<file path="config.mk">
export PLATFORM = sky130hd
export DESIGN_NAME = tmr_scrub_ctrl
export DESIGN_NICKNAME = d
export VERILOG_FILES = /design/src/rtl/tmr_scrub_ctrl.sv
export SDC_FILE = /design/constraint.sdc
export NUM_CORES = 1
export LEC_CHECK = 0
export BUFFER_PORTS_ARGS = -buffer_cell sky130_fd_sc_hd__buf_2
export CAP_MARGIN = 20
export CORE_MARGIN = 3
export CORE_UTILIZATION = 30
export CTS_CLUSTER_SIZE = 12
export DETAILED_ROUTE_END_ITERATION = 10
export PLACE_DENSITY = 0.61
export SYNTH_ARGS = -nofsm -noshare
export SYNTH_HDL_FRONTEND = slang
export SYNTH_SLANG_ARGS = --single-unit
</file>
<file path="constraint.sdc">
create_clock -name clk -period 4.3 [get_ports clk]
set_input_delay 0.645 -clock clk [delete_from_list [all_inputs] [get_ports clk]]
set_output_delay 0.645 -clock clk [all_outputs]
set_load 0.1 [all_outputs]
</file>
<file path="src/rtl/tmr_scrub_ctrl.sv">
// Scrub controller for a bank of triplicated words: sweeps the mismatch flags,
// rewrites voted data into disagreeing words, and merges host writes ahead of it.
module tmr_scrub_ctrl #(
  parameter int unsigned W      = 10,
  parameter int unsigned DEPTH  = 8,
  parameter int unsigned PERIOD = 1024,
  parameter int unsigned CW     = 16
) (
  input  logic                   clk,
  input  logic                   rst,
  input  logic                   func_we,
  input  logic [$clog2(DEPTH)-1:0] func_addr,
  input  logic [W-1:0]           func_wdata,
  input  logic                   sweep_req,
  input  logic [DEPTH*W-1:0]     bank_q,
  input  logic [DEPTH-1:0]       bank_mis,
  output logic [DEPTH-1:0]       bank_en,
  output logic [W-1:0]           bank_d,
  output logic                   scrub_busy,
  output logic                   sweep_done,
  output logic [CW-1:0]          err_count
);

  localparam int unsigned AW = $clog2(DEPTH);
  localparam int unsigned TW = (PERIOD > 1) ? $clog2(PERIOD) : 1;

  typedef enum logic [1:0] {IDLE, SCAN, FIX, DONE} state_t;

  state_t         state, state_nxt;
  logic [TW-1:0]  timer, timer_nxt;
  logic [AW-1:0]  addr, addr_nxt;
  logic [W-1:0]   fix_data, fix_nxt;
  logic [CW-1:0]  err_nxt;
  logic [DEPTH-1:0] en_nxt;
  logic [W-1:0]   d_nxt;
  logic           last;

  function automatic logic [DEPTH-1:0] onehot(input logic [AW-1:0] a);
    logic [DEPTH-1:0] r;
    r = '0;
    for (int unsigned i = 0; i < DEPTH; i++)
      r[i] = (a == AW'(i));
    return r;
  endfunction

  assign last = (addr == AW'(DEPTH - 1));

  always_ff @(posedge clk) begin
    if (rst) state <= IDLE;
    else     state <= state_nxt;
  end

  // A host write stalls the sweep, except that a write to the word whose fix
  // is pending supersedes that fix and lets the sweep move on.
  always_comb begin
    state_nxt = state;
    addr_nxt  = addr;
    fix_nxt   = fix_data;
    err_nxt   = err_count;
    timer_nxt = '0;
    case (state)
      IDLE: begin
        if (timer == TW'(PERIOD - 1) || sweep_req) begin
          state_nxt = SCAN;
          addr_nxt  = '0;
        end
      end
      SCAN: begin
        if (!func_we) begin
          if (bank_mis[addr]) begin
            fix_nxt   = bank_q[addr*W +: W];
            state_nxt = FIX;
          end else if (last) begin
            state_nxt = DONE;
          end else begin
            addr_nxt = addr + 1'b1;
          end
        end
      end
      FIX: begin
        if (!func_we || func_addr == addr) begin
          if (!func_we && err_count != '1)
            err_nxt = err_count + 1'b1;
          if (last) state_nxt = DONE;
          else      addr_nxt  = addr + 1'b1;
          if (!last) state_nxt = SCAN;
        end
      end
      DONE: state_nxt = IDLE;
      default: state_nxt = IDLE;
    endcase
    if (state == IDLE && state_nxt == IDLE)
      timer_nxt = timer + 1'b1;
  end

  always_comb begin
    scrub_busy = (state == SCAN) || (state == FIX);
    sweep_done = (state == DONE);
    en_nxt     = '0;
    d_nxt      = bank_d;
    if (func_we) begin
      en_nxt = onehot(func_addr);
      d_nxt  = func_wdata;
    end else if (state == FIX) begin
      en_nxt = onehot(addr);
      d_nxt  = fix_data;
    end
  end

  always_ff @(posedge clk) begin
    if (rst) begin
      timer     <= '0;
      addr      <= '0;
      fix_data  <= '0;
      err_count <= '0;
      bank_en   <= '0;
      bank_d    <= '0;
    end else begin
      timer     <= timer_nxt;
      addr      <= addr_nxt;
      fix_data  <= fix_nxt;
      err_count <= err_nxt;
      bank_en   <= en_nxt;
      bank_d    <= d_nxt;
    end
  end

endmodule

</file>
==> run_results.csv, run 1 <==
group,metric,value,unit
clocking,cts.sinks,59,
place,dpl_cell_area,0.00421,sq mm
clocking,htreeDepth,3,
clocking,insertion_delay,320,ps
sta,finalCritPeriodShare,0.704,
setup_path,cp-end-kind,"flop",
setup_path,critical-path-top-delay-family,"simple AND/OR/NAND/NOR gates",
routing,first_pass_iters,4,
routing,ant_nets,0,
synthesis,syn_inst,389,
synthesis,yosysWarnings,0,
layout,fill_cells,1128,
sta,skew,7.66,ps
sta,slew_viol_final,0,
setup_path,crit_arrival,3270,ps
setup_path,startpoint_type,"flop",
synthesis,yosysMostFrequentCell,"nor2_1",
synthesis,synthArstFlopShare,0,
layout,fin_cells,661,
clocking,ctsHoldBuffers,0,
setup_path,crit_path_max_incr_delay,900,ps
job,drv_cap,0,
pwr,peakVddDrop,0.220,mV
sta,hold_viol,0,
setup_path,cp_data_required_time,4550,ps
place,gp_congestion,0.914,
clocking,cts_root_buf,"clkbuf_16",
layout,areaGrowthSynthToFinish,31.4,%
synthesis,synth_seq_cells,59,
floorplan,start_util,0.313,
pwr,p_leak,1.89,nW
setup_path,critPathKind,"reg2reg",
synthesis,yosys.cell_types.count,43,
clocking,cts_tree,"built",
clocking,cts_buffers,9,
global_routing,grt_first_pass_wirelength,15600,microns
place,io_buffers,140,
clocking,cts_setup_buffers,0,
setup_path,crit_chain,"mux2_4 > a2bb2oi_2 > nand4b_2 > a21oi_1 > or4_1 > nor2_2",
synthesis,syn_avg_cell_area,8.86,sq um
run_status,status,"completed",
setup_path,rr_worst_depth,6,
place,dp.cells,645,
sta,timing.fmax,0.330,GHz
floorplan,coreArea,0.0110,sq mm
synthesis,synthTopCellsByCount,"60 x nor2_1, 59 x dfxtp_1, 43 x a21oi_1",
layout,diodes,0,
synthesis,yosysTopAreaCellShare,0.343,
global_routing,antenna_found_initial,0,
synthesis,synth_edf_count,0,
clocking,ctsResizeCount,0,
synthesis,ys_seq_area_frac,0.343,
floorplan,fp-row-count,38,
setup_path,cp_num_cells,6,
floorplan,fp.dieW,113,microns
routing,drc_errors,0,
layout,fin_area,0.00453,sq mm
hold_path,min_path_cells,1,
sta,worst_slew_pin_slew,973,ps
setup_path,cp_max_fo,29,
routing,post_drt_via_cell_ratio,4.88,
synthesis,synthesis.nets,507,
sta,rsz0062_at_grt,"no",
place,dp_hpwl,7550,microns
sta,setup_viol,0,
routing,routed_wl,9650,microns
routing,drt-initial-drc-count,121,
setup_path,critPathBufInv,0,
global_routing,grt.total_usage,0.152,
synthesis,yosysTopAreaCell,"dfxtp_1",
floorplan,die_h,113,microns
global_routing,grt_pass1_vias,3305,
hold_path,holdCritPathClass,"reg2reg",
clocking,clk_path_buf_depth,2,
floorplan,dieArea,0.0128,sq mm
layout,drive_gt1_frac,0.367,
sta,tns,0,ps
clocking,clk_pin_slew_worst_paths,50,ps
synthesis,synth_area_leaders,"dfxtp_1 34%, mux4_2 13%, nor2_1 6.5%",
synthesis,synth_area,0.00345,sq mm
pwr,p_per_area,333,mW/mm^2
floorplan,pin_count,141,
sta,relSlewSlack,0.351,
setup_path,cpMaxStageDelayCell,"dfxtp_2",
routing,vias,3228,
global_routing,grt_max_degree,51,
layout,fin_nets,635,
routing,wire_per_inst,14.6,microns
sta,finalCriticalPeriod,3030,ps
global_routing,overflow,0,
synthesis,ys.flop_type,"dfxtp_1",
cells by family after synthesis:
group / share of synthesized area
simple gates: 0.230
compound gates: 0.0966
flops: 0.343
mux: 0.176
buf+inv: 0.0436
xor+xnor: 0.0635
fa+ha+maj: 0.0472
stage by stage:
step / utilization / setup WS [ps] / hold WS, ps / power (mW)
floorplan: - / 1830 / 427 / 0.741
global placement: 0.381 / 1330 / 435 / 0.811
detailed placement: 0.381 / 1250 / 450 / 0.814
CTS: 0.408 / 1230 / 462 / 1.53
global route: 0.411 / 991 / 500 / 1.58
finish: 0.411 / 1270 / 457 / 1.51
report_power, final:
| part | internal, mW | total (mW) | switching (mW) | leakage (nW) |
|---|---|---|---|---|
| registers | 0.560 | 0.578 | 0.0178 | 0.479 |
| logic | 0.0934 | 0.223 | 0.130 | 1.27 |
| clock network | 0.476 | 0.708 | 0.233 | 0.146 |
| total | 1.13 | 1.51 | 0.380 | 1.89 |
state kept, by name, summed over array words and instances (netlist names):
register	cells
err_count	16
bank_d	10
fix_data	10
timer	10
bank_en	8
addr	3
state	2
routing by layer:
metal,GRT usage,part of all wire
met1,0.177,0.42
met2,0.282,0.52
met3,0.0412,0.062
met4,0.0264,0.0020
met5,0,0
layout make-up:
cell class | count | area [sq um] | area share
sequential | 59 | 1180 | 0.261
timing repair buffer | 141 | 728 | 0.161
clock buffer | 13 | 260 | 0.0574
tap | 140 | 175 | 0.0387
inverter | 9 | 33.8 | 0.00746
clock inverter | 2 | 35.0 | 0.00773
multi-input combinational | 297 | 2120 | 0.467
cell usage in the layout, fill, tap and decap left out, types with 2 or more instances in the layout:
master,netlist,final
or3_1,2,2
ha_1,13,13
and4_1,2,2
nand2b_1,3,3
nor2b_1,8,8
a31oi_1,3,3
nor2_1,60,60
clkbuf_1,13,2
a21oi_1,43,43
clkbuf_8,0,2
nand3_1,19,19
nor2_2,10,10
nand4_1,8,8
clkbuf_16,0,9
xnor2_1,10,10
dfxtp_1,59,58
o21ai_0,7,7
mux4_2,20,20
nand4b_1,2,2
buf_2,6,140
and3_1,3,3
nand3b_1,2,2
o211ai_1,2,2
xor2_1,15,15
inv_1,9,9
nor3_1,2,2
mux2i_1,13,13
nand2_1,36,36
final timing paths:
kind              slack, ps       end  startpoint
setup reg to reg       1270  timer[2]     addr[0]
setup / recovery       1270  timer[2]     addr[0]
hold reg to reg         460  timer[0]    timer[0]
hold / removal          460  timer[0]    timer[0]
No activity file was read; power rests on OpenSTA's default activity.
==> run 2, diff against run 1 <==
==> constraint.sdc (replaced) <==
create_clock -name clk -period 3.06 [get_ports clk]
set_input_delay 0.459 -clock clk [delete_from_list [all_inputs] [get_ports clk]]
set_output_delay 0.459 -clock clk [all_outputs]
set_load 0.1 [all_outputs]
==> run_results.csv, run 2 (same netlist as run 1, synthesis figures left out) <==
group,metric,value,unit
clocking,cts_buffers,9,
sta,relSlewSlack,0.392,
setup_path,cp_data_required_time,3320,ps
setup_path,critPathKind,"reg2reg",
global_routing,grt.total_usage,0.153,
layout,fill_cells,1115,
global_routing,grt_pass1_vias,3331,
setup_path,crit_path_start,"addr[0]",
layout,top_register,"err_count",
layout,layout_commonest_cell,"buf_2",
layout,areaGrowthSynthToFinish,31.5,%
global_routing,antenna_found_initial,0,
setup_path,startpoint_type,"flop",
floorplan,coreArea,0.0110,sq mm
clocking,htreeDepth,3,
setup_path,cpMaxStageDelayCell,"or4_1",
sta,finalCritPeriodShare,0.844,
place,dp.cells,651,
place,gp_congestion,0.947,
clocking,cts.sinks,59,
sta,setup_viol,0,
routing,post_drt_via_cell_ratio,4.87,
sta,finalCriticalPeriod,2580,ps
pwr,p_leak,1.90,nW
setup_path,critPathBufInv,1,
setup_path,r2r_slack,480,ps
setup_path,crit_path_max_incr_delay,800,ps
sta,worst_slew_pin_slew,911,ps
floorplan,fp.dieW,113,microns
clocking,ctsResizeCount,0,
global_routing,grt_first_pass_wirelength,15700,microns
setup_path,cp_num_cells,7,
layout,final_cell_mix,"140 x buf_2, 60 x nor2_1, 58 x dfxtp_1",
pwr,p_per_area,453,mW/mm^2
layout,fin_cells,667,
setup_path,rr_worst_depth,7,
setup_path,cp_max_fo,24,
sta,timing.fmax,0.387,GHz
setup_path,cp-end-kind,"flop",
run_status,status,"completed",
place,io_buffers,140,
hold_path,min_from,"func_wdata[7]",
place,dp_hpwl,7560,microns
routing,first_pass_iters,4,
routing,routed_wl,9690,microns
layout,seq_area,0.00118,sq mm
layout,diodes,0,
routing,ant_nets,0,
routing,drt-initial-drc-count,98,
setup_path,r2r_start,"addr[0]",
clocking,clk_pin_slew_worst_paths,50,ps
global_routing,grt_max_degree,51,
clocking,insertion_delay,320,ps
setup_path,crit_arrival,2840,ps
clocking,cts_root_buf,"clkbuf_16",
floorplan,start_util,0.313,
floorplan,dieArea,0.0128,sq mm
sta,tns,0,ps
sta,skew,5.77,ps
clocking,cts_tree,"built",
sta,hold_viol,0,
floorplan,fp-row-count,38,
sta,slew_viol_final,0,
clocking,cts_setup_buffers,0,
setup_path,critical-path-top-delay-family,"simple AND/OR/NAND/NOR gates",
sta,rsz0062_at_grt,"no",
floorplan,die_h,113,microns
routing,drc_errors,0,
job,drv_cap,0,
clocking,clk_path_buf_depth,2,
layout,multiInputGateArea,0.00212,sq mm
layout,drive_gt1_frac,0.378,
global_routing,overflow,0,
layout,largest_reg_flops,16,
routing,vias,3245,
layout,fin_nets,640,
floorplan,pin_count,141,
pwr,finalPower,2.05,mW
routing,wire_per_inst,14.5,microns
hold_path,holdCritPathClass,"in2reg",
pwr,peakVddDrop,0.245,mV
setup_path,worstSetupEndpoint,"timer[8]",
setup_path,reg2reg_to,"timer[8]",
setup_path,crit_chain,"buf_4 > mux2_4 > a2bb2oi_2 > nand4b_2 > a21oi_1 > or4_1 > nor2_2",
clocking,ctsHoldBuffers,0,
[run 2: cell types whose count changed in the layout (fill, tap and decap cells not counted)]
cell | before | now
buf_4 | 0 | 6
clkbuf_1 | 2 | 0
buf_16 | 1 | 0
clkinv_4 | 0 | 1
clkinv_2 | 1 | 2
clkinvlp_4 | 0 | 3
bufinv_16 | 1 | 0
clkbuf_8 | 2 | 1
[run 2: tightest hold or removal path: stages]
cell	delay (ps)
buf_2	80
a21oi_1	50
nor2_1	70
[run 2: worst min path at each step]
stage	to	depth (start not counted)	slack [ps]
3_3_place_gp	timer[0]	1	440
5_1_grt	bank_d[7]	3	370
6_report	bank_d[7]	3	380
3_5_place_dp	timer[0]	1	440
2_1_floorplan	timer[0]	1	430
4_1_cts	bank_d[0]	3	360
[run 2: area by class of cell]
| type | instances | area share |
|---|---|---|
| multi-input cells | 297 | 0.467 |
| flip-flops and latches | 59 | 0.261 |
| repair buffers | 146 | 0.165 |
| clock buffers | 10 | 0.0527 |
| well taps | 140 | 0.0386 |
| clock inverters | 6 | 0.00911 |
| inverters | 9 | 0.00745 |
[run 2: metrics by stage]
| step | utilization | worst slack, ps | hold slack, ps | instance area [sq um] |
|---|---|---|---|---|
| after floorplan | - | 588 | 427 | 3450 |
| after global placement | 0.386 | 543 | 438 | 4250 |
| after detailed placement | 0.386 | 463 | 442 | 4250 |
| after CTS | 0.411 | 440 | 362 | 4530 |
| after global routing | 0.411 | 328 | 368 | 4530 |
| final | 0.411 | 478 | 376 | 4530 |
[run 2: metal layers]
metal	vias up	share of wire	track usage	routed length, microns
met1	1493	0.42	0.174	4080
met3	12	0.062	0.0465	597
met2	116	0.50	0.276	4850
met5	-	0	0	0
met4	0	0.016	0.0441	158
li1	1624	-	-	-
[run 2: report_power, final]
part | internal, mW | leakage (nW) | switching [mW] | total (mW)
Combinational | 0.134 | 1.29 | 0.196 | 0.330
Sequential | 0.787 | 0.479 | 0.0135 | 0.800
Clock | 0.567 | 0.130 | 0.355 | 0.922
Total | 1.49 | 1.90 | 0.564 | 2.05
